`src/rtl/kbd_spi_master.sv`:
```
// SPI master for the keyboard/reset slave protocol.
// Sends either a 40-bit key frame (CS low, LSB-first, spidi captured) or a
// reset command byte shifted while CS is high, framed by CS-low clear windows.
// All timing is counted in spick half-periods of HALF_DIV fclk cycles.
module kbd_spi_master #(
    parameter int HALF_DIV = 4,
    parameter int GAP_HALF = 2
) (
    input  logic        fclk,
    input  logic        rst,
    input  logic        kbd_start,
    input  logic [39:0] kbd_matrix,
    input  logic        rst_start,
    input  logic [1:0]  rst_rom,
    output logic        busy,
    output logic        done,
    output logic [39:0] rx_data,
    output logic        spics_n,
    output logic        spick,
    output logic        spido,
    input  logic        spidi
);

    localparam int DIV_W = (HALF_DIV > 1) ? $clog2(HALF_DIV) : 1;
    localparam int GAP_W = $clog2(GAP_HALF + 1);
    localparam logic [DIV_W-1:0] DIV_LAST = DIV_W'(HALF_DIV - 1);
    localparam logic [GAP_W-1:0] GAP_LAST = GAP_W'(GAP_HALF - 1);

    typedef enum logic [3:0] {
        IDLE,
        K_SETUP,
        K_SHIFT,
        K_HOLD,
        R_CLR,
        R_LEAD,
        R_SHIFT,
        R_TAIL,
        R_CLR2
    } state_t;

    state_t             state;
    logic [DIV_W-1:0]   div;
    logic [GAP_W-1:0]   gap_cnt;
    logic [5:0]         bit_cnt;
    logic [39:0]        tx_sr;
    logic [39:0]        rx_sr;
    logic [39:0]        key_bits;
    logic               tick;
    logic               gap_done;
    logic               in_shift;
    logic [5:0]         last_bit;

    // Reorders the matrix so that tx bit i carries key(i%8, 4-i/8); the slave
    // then holds key(r,c) at register bit 8*(4-c)+r.
    function automatic logic [39:0] key_order(input logic [39:0] m);
        logic [39:0] t;
        logic [5:0]  idx;
        t = '0;
        for (int i = 0; i < 40; i++) begin
            idx  = 6'((i % 8) * 5 + 4 - (i / 8));
            t[i] = m[idx];
        end
        return t;
    endfunction

    // Reset command byte; bit0 is 0 so genrst only appears after the 8th edge.
    function automatic logic [7:0] rst_byte(input logic [1:0] rom);
        return {2'b00, rom, 2'b00, 1'b1, 1'b0};
    endfunction

    assign key_bits = key_order(kbd_matrix);
    assign tick     = busy && (div == DIV_LAST);
    assign gap_done = (gap_cnt == GAP_LAST);
    assign in_shift = (state == K_SHIFT) || (state == R_SHIFT);
    assign last_bit = (state == K_SHIFT) ? 6'd39 : 6'd7;

    // Frame sequencer: divider, gap/bit counters, SPI pins and handshake.
    always_ff @(posedge fclk) begin
        if (rst) begin
            state   <= IDLE;
            div     <= '0;
            gap_cnt <= '0;
            bit_cnt <= '0;
            busy    <= 1'b0;
            done    <= 1'b0;
            rx_data <= '0;
            spics_n <= 1'b1;
            spick   <= 1'b0;
            spido   <= 1'b0;
        end else begin
            done <= 1'b0;

            if (busy) begin
                div <= (div == DIV_LAST) ? '0 : div + 1'b1;
            end

            if (tick && !in_shift) begin
                gap_cnt <= gap_done ? '0 : gap_cnt + 1'b1;
            end

            case (state)
                IDLE: begin
                    if (rst_start) begin
                        tx_sr   <= {32'd0, rst_byte(rst_rom)};
                        state   <= R_CLR;
                        busy    <= 1'b1;
                        spics_n <= 1'b0;
                        spido   <= 1'b0;
                    end else if (kbd_start) begin
                        tx_sr   <= key_bits;
                        state   <= K_SETUP;
                        busy    <= 1'b1;
                        spics_n <= 1'b0;
                        spido   <= key_bits[0];
                    end
                end

                K_SETUP: begin
                    if (tick && gap_done) begin
                        state <= K_SHIFT;
                    end
                end

                K_SHIFT, R_SHIFT: begin
                    if (tick) begin
                        if (!spick) begin
                            spick          <= 1'b1;
                            rx_sr[bit_cnt] <= spidi;
                        end else begin
                            spick <= 1'b0;
                            if (bit_cnt == last_bit) begin
                                bit_cnt <= '0;
                                spido   <= 1'b0;
                                state   <= (state == K_SHIFT) ? K_HOLD : R_TAIL;
                            end else begin
                                bit_cnt <= bit_cnt + 6'd1;
                                spido   <= tx_sr[bit_cnt + 6'd1];
                            end
                        end
                    end
                end

                K_HOLD: begin
                    if (tick && gap_done) begin
                        spics_n <= 1'b1;
                        done    <= 1'b1;
                        busy    <= 1'b0;
                        rx_data <= rx_sr;
                        state   <= IDLE;
                    end
                end

                R_CLR: begin
                    if (tick && gap_done) begin
                        spics_n <= 1'b1;
                        state   <= R_LEAD;
                    end
                end

                R_LEAD: begin
                    if (tick && gap_done) begin
                        spido <= tx_sr[0];
                        state <= R_SHIFT;
                    end
                end

                R_TAIL: begin
                    if (tick && gap_done) begin
                        spics_n <= 1'b0;
                        state   <= R_CLR2;
                    end
                end

                R_CLR2: begin
                    if (tick && gap_done) begin
                        spics_n <= 1'b1;
                        done    <= 1'b1;
                        busy    <= 1'b0;
                        state   <= IDLE;
                    end
                end

                default: state <= IDLE;
            endcase
        end
    end

endmodule
```
`config.mk`:
```
export PLATFORM = sky130hd
export DESIGN_NAME = kbd_spi_master
export DESIGN_NICKNAME = d
export VERILOG_FILES = /design/src/rtl/kbd_spi_master.sv
export SDC_FILE = /design/constraint.sdc
export NUM_CORES = 1
export LEC_CHECK = 0
export CAP_MARGIN = 5
export CELL_PAD_IN_SITES_DETAIL_PLACEMENT = 1
export CELL_PAD_IN_SITES_GLOBAL_PLACEMENT = 1
export CORE_AREA = 2 2 103 145
export DETAILED_ROUTE_END_ITERATION = 10
export DIE_AREA = 0 0 105 147
export GPL_TIMING_DRIVEN = 0
export PLACE_DENSITY_LB_ADDON = 0.1
export RECOVER_POWER = 25
export SLEW_MARGIN = 15
export SYNTH_ARGS = -nofsm -noshare
export SYNTH_HDL_FRONTEND = slang
export SYNTH_SLANG_ARGS = --single-unit
```
`constraint.sdc`:
```
create_clock -name fclk -period 3.8 [get_ports fclk]
set_input_delay 0.76 -clock fclk [delete_from_list [all_inputs] [get_ports fclk]]
set_output_delay 0.76 -clock fclk [all_outputs]
set_load 0.05 [all_outputs]
```
==> results of run 1 <==
## power by group through the flow
stage          Combinational (mW)  Clock (mW)  Sequential (mW)
4_1_cts                     0.689        1.65             1.79
2_1_floorplan               0.437           0             1.85
3_5_place_dp                0.682           0             1.82
6_report                    0.679        1.62             1.79
5_1_grt                     0.749        1.71             1.80
3_3_place_gp                0.640           0             1.82
## cells by family after synthesis
kind of cell | share of synthesized area (%)
buf+inv | 3.46
flops | 61.2
fa+ha+maj | 0.427
compound gates | 7.35
xor+xnor | 1.45
simple gates | 20.2
mux | 5.94
## layout make-up
type | instances | area [sq um] | area share, %
Clock inverter | 13 | 136 | 1.80
Timing Repair Buffer | 90 | 905 | 11.9
Tap cell | 189 | 236 | 3.12
Buffer | 34 | 176 | 2.33
Multi-Input combinational cell | 350 | 2080 | 27.4
Clock buffer | 19 | 433 | 5.72
Sequential cell | 139 | 3580 | 47.3
Inverter | 7 | 26.3 | 0.347
## flip-flops by register name (all words and copies together), names as in the netlist
name / count
bit_cnt: 6
spics_n: 1
spido: 1
rx_data: 40
done: 1
state: 4
tx_sr: 40
rx_sr: 40
busy: 1
div: 2
spick: 1
gap_cnt: 2
## per-layer routing
layer	track usage [%]	share of wire, %	wire (um)	vias up
met5	0	0	0	-
met2	36.6	58	7840	85
li1	-	-	-	2058
met3	4.13	3.0	406	14
met1	19.0	38	5100	2059
met4	5.73	1.1	142	0
## per-stage QoR
stage	hold slack, ps	area (sq um)
2_1_floorplan	422	5860
3_3_place_gp	434	6980
3_5_place_dp	446	7010
4_1_cts	455	7580
5_1_grt	473	7570
6_report	452	7570
## worst max-delay path by stage
stage          startpoint         to  slack (ps)  cells after the start
3_3_place_gp          rst  tx_sr[33]        -750                      4
2_1_floorplan         rst   tx_sr[0]         290                      4
4_1_cts             spick      spick        1230                      1
3_5_place_dp          rst  tx_sr[33]         840                      5
5_1_grt               rst  tx_sr[39]        1190                      5
6_report            spick      spick        1250                      1
## synth_stat cells (all sizes together), types with 2 or more instances
cell type | count | area (sq um)
nand3b | 8 | 72.6
and3 | 2 | 17.5
mux2i | 10 | 100
nor4 | 2 | 27.5
mux2 | 2 | 22.5
o21ai | 7 | 38.8
edfxtp | 80 | 2400
or3b | 2 | 17.5
inv | 7 | 26.3
clkbuf | 14 | 52.6
ha | 2 | 25.0
nand3 | 12 | 60.1
xnor2 | 3 | 33.8
buf | 20 | 124
mux4 | 10 | 225
nor3 | 6 | 30.0
xor2 | 5 | 51.3
a21oi | 58 | 294
nand2b | 5 | 38.8
nor2b | 38 | 238
nand2 | 92 | 345
nand4 | 2 | 18.8
dfxtp | 59 | 1180
nor2 | 62 | 235
or3 | 5 | 31.3
or2 | 2 | 12.5
==> results.toml, run 1 <==
[logic_synthesis]
ys.flop_type = "edfxtp_1"
async_flop_share_pct = 0
synth_area_sq_um = 5860
yosys_warnings = 0
synth_edf_count = 80
synth_nets = 579
yosysSeqAreaShare_pct = 61.2
syn_avg_cell_area_sq_um = 11.1
postSynthCellCount = 530
synth-seq-cells = 139
yosysUniqueCellTypes = 55

[pwr]
p_int_mw = 3.01
p_leak_nw = 2.52
ir_drop_mv = 0.249
p_sw_mw = 1.08
pwr-share-clk_pct = 39.7
combinationalPowerShare_pct = 16.6
power_mw = 4.09
p_seq_share_pct = 43.7
swShare_pct = 26.5
powerDensity_nw_per_um2 = 540

[final_layout]
layout_common_cells = "92 x nand2_1, 88 x clkdlybuf4s50_1, 80 x edfxtp_1"
utilization_pct = 53.4
drive_above_1_share_pct = 12.0
area_delta_synth_final_pct = 29.3
fin_cells = 841
final_common_cell = "nand2_1"
fillers = 1584
nets = 688
diodes = 0

[hold_path]
hold_depth = 2
min_path_type = "reg2reg"
min_to = "rx_data[5]"
hp-start = "rx_data[5]"

[timing]
slew_viol_final = 0
finalSetupViolCount = 0
setup_slack_ps = 1250
hold_viol_final = 0
fmax_ghz = 0.393
worst_slew_pin_slew_ps = 1440
min_period_ps = 2550
fin_crit_sh_pct = 67.0
fin_tns_setup_ps = 0
skew_ps = 8.62
rsz0062_at_grt = "false"
relSlewSlack_pct = 4.16

[grt]
grt_pass1_vias = 4527
grt_pass1_wl_um = 22300
antenna_found_initial = 0
gr-total-overflow = 0
grt_max_degree = 41
grt_use_total_pct = 18.5

[clocking]
numCtsBuffers = 17
cts_resized = 0
postCtsHoldBufs = 0
htree_levels = 4
cts.sinks = 139
cts_buffer_depth = 2
cts-root-buf = "clkbuf_16"
cts_setup_buffers = 0
clk_pin_slew_ps = 60
cts_tree = "done"
clock_latency_ps = 420

[route]
vias_per_cell = 5.01
wl_um = 13500
drt.antenna.violating_nets = 0
remaining_drc_errors = 0
drtIter0Drc = 142
wire_per_inst_um = 16.0
vias = 4216
drt_pass1_iterations = 4

[placed_design]
dp.cells = 809
gp_congestion = 0.810
pre_cts_ws_ps = 841
portBuffers = 89
hpwl_um = 9990

[setup_path]
crit_slowest_cell = "clkdlybuf4s50_1"
timing.rr.end = "rx_data[31]"
cp.required_ps = 3040
path_buf_inv = 1
path_delay_family = "buffers and inverters"
cp_cell_sequence = "clkdlybuf4s50_1"
arrival_ps = 1790
timing_worst_setup_path_type = "reg2out"
slowest_delay_ps = 870
reg2reg_slack_ps = 1550
ff2ff_path_depth = 8
worst_setup_path_end_kind = "output pin"
crit_fanout = 6
start_kind = "flop"
r2r_start = "div[0]"

[floorplanning]
coreArea_sq_um = 14200
dieWidth_um = 105
die_y_um = 147
rows = 52
dieArea_sq_um = 15400
pin_count = 92
start_util_pct = 41.3

[flow_run]
cap_violations = 0

[outcome]
status = "finished, final reports clean"
Note: power is estimated with default switching activity, not from simulation.
==> run 2, diff against run 1 <==
==> constraint.sdc (replaced) <==
create_clock -name fclk -period 2.5 [get_ports fclk]
set_input_delay 0.5 -clock fclk [delete_from_list [all_inputs] [get_ports fclk]]
set_output_delay 0.5 -clock fclk [all_outputs]
set_load 0.05 [all_outputs]
==> run 2 against run 1 <==
  * The run now ends with max-capacitance violations left
  * Via count rose by 1.1%
  * Register-to-register slack got worse by 1300 ps
  * Combinational power rose by 53%
  * Clock-buffer cell count rose by 1
  * Critical endpoint is now tx_sr[34]
==> results.toml, run 2 (synthesized netlist as in run 1, its figures left out) <==
[outcome]
status = "finished with violations"
failed_checks = "max-capacitance violations"

[floorplanning]
die_y_um = 147
coreArea_sq_um = 14200
dieArea_sq_um = 15400
dieWidth_um = 105
pin_count = 92
start_util_pct = 41.3
rows = 52

[final_layout]
area_delta_synth_final_pct = 29.3
drive_above_1_share_pct = 12.1
diodes = 0
fin_cells = 841
utilization_pct = 53.4
reg_top3 = "rx_data (40), rx_sr (40), tx_sr (40)"
nets = 688
final_common_cell = "nand2_1"
layout_common_cells = "92 x nand2_1, 88 x clkdlybuf4s50_1, 80 x edfxtp_1"

[hold_path]
min_path_type = "reg2reg"

[clocking]
cts-root-buf = "clkbuf_16"
clk_pin_slew_ps = 60
postCtsHoldBufs = 0
numCtsBuffers = 17
cts_tree = "done"
cts_buffer_depth = 2
clock_latency_ps = 420
cts.sinks = 139
htree_levels = 4

[timing]
relSlewSlack_pct = 0.227
fin_crit_sh_pct = 93.0
skew_ps = 9.54
fmax_ghz = 0.430
slew_viol_final = 0
finalSetupViolCount = 0
hold_viol_final = 0
worst_slew_pin_slew_ps = 1500
min_period_ps = 2320
rsz0062_at_grt = "false"

[route]
drtIter0Drc = 159
drt_pass1_iterations = 4
remaining_drc_errors = 0
drt.antenna.violating_nets = 0
vias = 4264
wire_per_inst_um = 16.3
wl_um = 13700
vias_per_cell = 5.07

[setup_path]
arrival_ps = 2420
cp.required_ps = 2590
worst_setup_path_end_kind = "flop"
timing_worst_setup_path_type = "in2reg"
crit_fanout = 20
start_kind = "input pin"

[pwr]
ir_drop_mv = 0.401
power_mw = 6.21
powerDensity_nw_per_um2 = 819
p_leak_nw = 2.52

[grt]
gr-total-overflow = 0
grt_max_degree = 41
grt_pass1_vias = 4591
antenna_found_initial = 0
grt_use_total_pct = 18.6
grt_pass1_wl_um = 22400

[placed_design]
gp_congestion = 0.825
portBuffers = 89
dp.cells = 808
hpwl_um = 9810

[flow_run]
cap_violations = 1
-- run 2: cell types whose count changed in the layout (fill, tap and decap cells not counted) --
cell,previous run,this run
buf_12,1,0
bufinv_16,2,0
clkbuf_1,17,16
clkbuf_16,17,19
clkinv_2,2,1
clkinv_4,1,3
inv_4,5,3
inv_8,0,2
nor2_4,1,2
-- run 2: layer usage --
layer	wire (um)	GRT usage (%)
met3	430	3.64
met2	7770	35.9
met5	0	0
met1	5310	19.7
met4	207	6.47
-- run 2: repair_timing --
action	4_1_cts	5_1_grt
setup endpoints to repair	0	40
setup buffers	0	0
resized for setup	0	1
-- run 2: cell type report --
cell class	count	area, sq um
inverters	7	26.3
fillers	1587	6610
well taps	189	236
multi-input cells	351	2090
clock buffers	20	479
flip-flops and latches	139	3580
clock inverters	12	98.8
repair buffers	89	885
plain buffers	34	176
-- run 2: worst max-delay path, cell delays in order --
cell	delay [ps]
clkbuf_1	410
buf_1	550
buf_1	650
nor2_4	290
-- run 2: metrics by stage --
stage          area, sq um  setup TNS (ps)  worst slack [ps]  hold slack, ps
2_1_floorplan         5860               0               336             422
3_3_place_gp          6990          -13430              -339             433
3_5_place_dp          6990          -15990              -403             450
4_1_cts               7570               0              40.1             459
5_1_grt               7570               0              37.6             481
6_report              7570               0               175             454
-- run 2: power breakdown --
group	switching (mW)	leakage [nW]	total [mW]	internal, mW
clock	1.03	0.291	2.45	1.41
combinational	0.617	1.01	1.04	0.419
sequential	0.0672	1.22	2.72	2.66
total	1.72	2.52	6.21	4.49
-- run 2: final timing paths --
| kind | startpoint | to | slack, ps | cells after the start |
|---|---|---|---|---|
| min reg2reg | rx_data[3] | rx_data[3] | 450 | 2 |
| max reg2reg | state[0] | tx_sr[34] | 240 | 4 |
| max | rst | tx_sr[34] | 180 | 4 |
| min | rx_data[3] | rx_data[3] | 450 | 2 |
==> run 3, diff against run 2 <==
--- a/config.mk
+++ b/config.mk
@@ -18,3 +18,4 @@
 export SYNTH_ARGS = -nofsm -noshare
 export SYNTH_HDL_FRONTEND = slang
 export SYNTH_SLANG_ARGS = --single-unit
+export TNS_END_PERCENT = 10
==> run 3 against run 2 <==
  * The flow now finishes without violations
  * Non-clock buffer count unchanged
  * Register-to-register slack got worse by 20 ps
  * Clock skew about the same
  * Cell count decreased by 0.12%
  * Routed wire length decreased by 1.6%
  * Sequential share of layout area about the same
  * Critical path type unchanged
  * Highest routed layer unchanged
==> results.toml, run 3 (synthesized netlist as in run 1, its figures left out) <==
[outcome]
status = "finished, final reports clean"

[route]
remaining_drc_errors = 0
wl_um = 13500
vias_per_cell = 5.03
drtIter0Drc = 180
wire_per_inst_um = 16.1
vias = 4224
drt.antenna.violating_nets = 0
drt_pass1_iterations = 7

[timing]
rsz0062_at_grt = "false"
worst_slew_pin_slew_ps = 1480
slew_viol_final = 0
min_period_ps = 2360
fin_crit_sh_pct = 94.5
relSlewSlack_pct = 1.03
fmax_ghz = 0.423
skew_ps = 9.60
whs_ps = 454
hold_viol_final = 0
fin_tns_setup_ps = 0
setup_slack_ps = 137
finalSetupViolCount = 0

[final_layout]
fillers = 1587
drive_above_1_share_pct = 12.3
area_delta_synth_final_pct = 29.3
final_common_cell = "nand2_1"
layout_common_cells = "92 x nand2_1, 88 x clkdlybuf4s50_1, 80 x edfxtp_1"
utilization_pct = 53.4
fin_area_sq_um = 7570
reg_top3 = "rx_data (40), rx_sr (40), tx_sr (40)"
seqCellArea_sq_um = 3580
diodes = 0
nets = 687
multi_input_area_sq_um = 2080

[placed_design]
gp_congestion = 0.825
portBuffers = 89
hpwl_um = 9810
pre_cts_ws_ps = -403
placed_area_sq_um = 6990

[floorplanning]
start_util_pct = 41.3
dieWidth_um = 105
dieArea_sq_um = 15400
die_y_um = 147
rows = 52
coreArea_sq_um = 14200
pin_count = 92

[setup_path]
arrival_ps = 2390
start_kind = "input pin"
crit_slowest_cell = "nor2_4"
crit_fanout = 40
r2r_start = "state[3]"
cp.required_ps = 2530
worst_setup_path_end_kind = "flop"
cp_cell_sequence = "clkbuf_1 > buf_1 > clkbuf_2 > nor2_4"
reg2reg_slack_ps = 220
ff2ff_path_depth = 3
slowest_delay_ps = 890
timing_worst_setup_path_type = "in2reg"
timing.rr.end = "tx_sr[36]"

[pwr]
powerDensity_nw_per_um2 = 816
ir_drop_mv = 0.395
p_leak_nw = 2.52

[clocking]
cts_tree = "done"
cts-root-buf = "clkbuf_16"
numCtsBuffers = 17
clk_pin_slew_ps = 60
cts.sinks = 139
cts_setup_buffers = 0
postCtsHoldBufs = 0
cts_buffer_depth = 2
clock_latency_ps = 420
cts_resized = 0
htree_levels = 4

[hold_path]
hold_depth = 2
min_path_type = "reg2reg"
min_to = "rx_data[3]"
hp-start = "rx_data[3]"

[grt]
antenna_found_initial = 0
grt_pass1_vias = 4591
gr-total-overflow = 0
grt_max_degree = 41
grt_pass1_wl_um = 22400
grt_use_total_pct = 18.6

[flow_run]
cap_violations = 0
==> run 3: cell types whose count changed in the layout (fill, tap and decap cells not counted), sizes merged <==
cell	before	now
nor2	63	62
buf	20	19
clkbuf	35	36
==> run 3: worst max-delay path, delay by kind of cell <==
family	cells	cell delay, ps
buffers and inverters	3	960
AND/OR/NAND/NOR	1	890
==> run 3: per-layer routing <==
metal	wire length [um]	GRT usage, %	up-vias	share of wire (%)
li1	-	-	2062	-
met1	5240	19.7	2039	39
met2	7560	35.9	105	56
met3	474	3.64	18	3.5
met4	229	6.47	0	1.7
met5	0	0	-	0
==> run 3: metrics by stage <==
stage | power (mW) | std cells
global route | 6.43 | 840
finish | 6.18 | 840
global placement | 3.74 | 808
CTS | 6.22 | 840
detailed placement | 3.78 | 808
floorplan | 3.48 | 530
==> run 3: area by class of cell <==
class	count	share of cell area, %
sequential	139	47.3
multi-input combinational	350	27.5
timing repair buffer	89	11.7
clock buffer	20	6.33
tap	189	3.12
buffer	34	2.35
clock inverter	12	1.31
inverter	7	0.347
==> run 3: power by group <==
group / switching, mW / total (mW) / internal (mW)
sequential: 0.0666 / 2.72 / 2.66
clock: 1.03 / 2.44 / 1.41
combinational: 0.592 / 1.01 / 0.419
==> run 3: how the worst max path moves through the flow <==
stage,start,to,slack (ps),depth (start not counted)
final,rst,tx_sr[36],140,4
after global routing,rst,tx_sr[37],6,4
after CTS,rst,tx_sr[36],40,4
after detailed placement,rst,tx_sr[34],-400,4
after global placement,rst,tx_sr[33],-340,4
after floorplan,rst,tx_sr[0],340,4
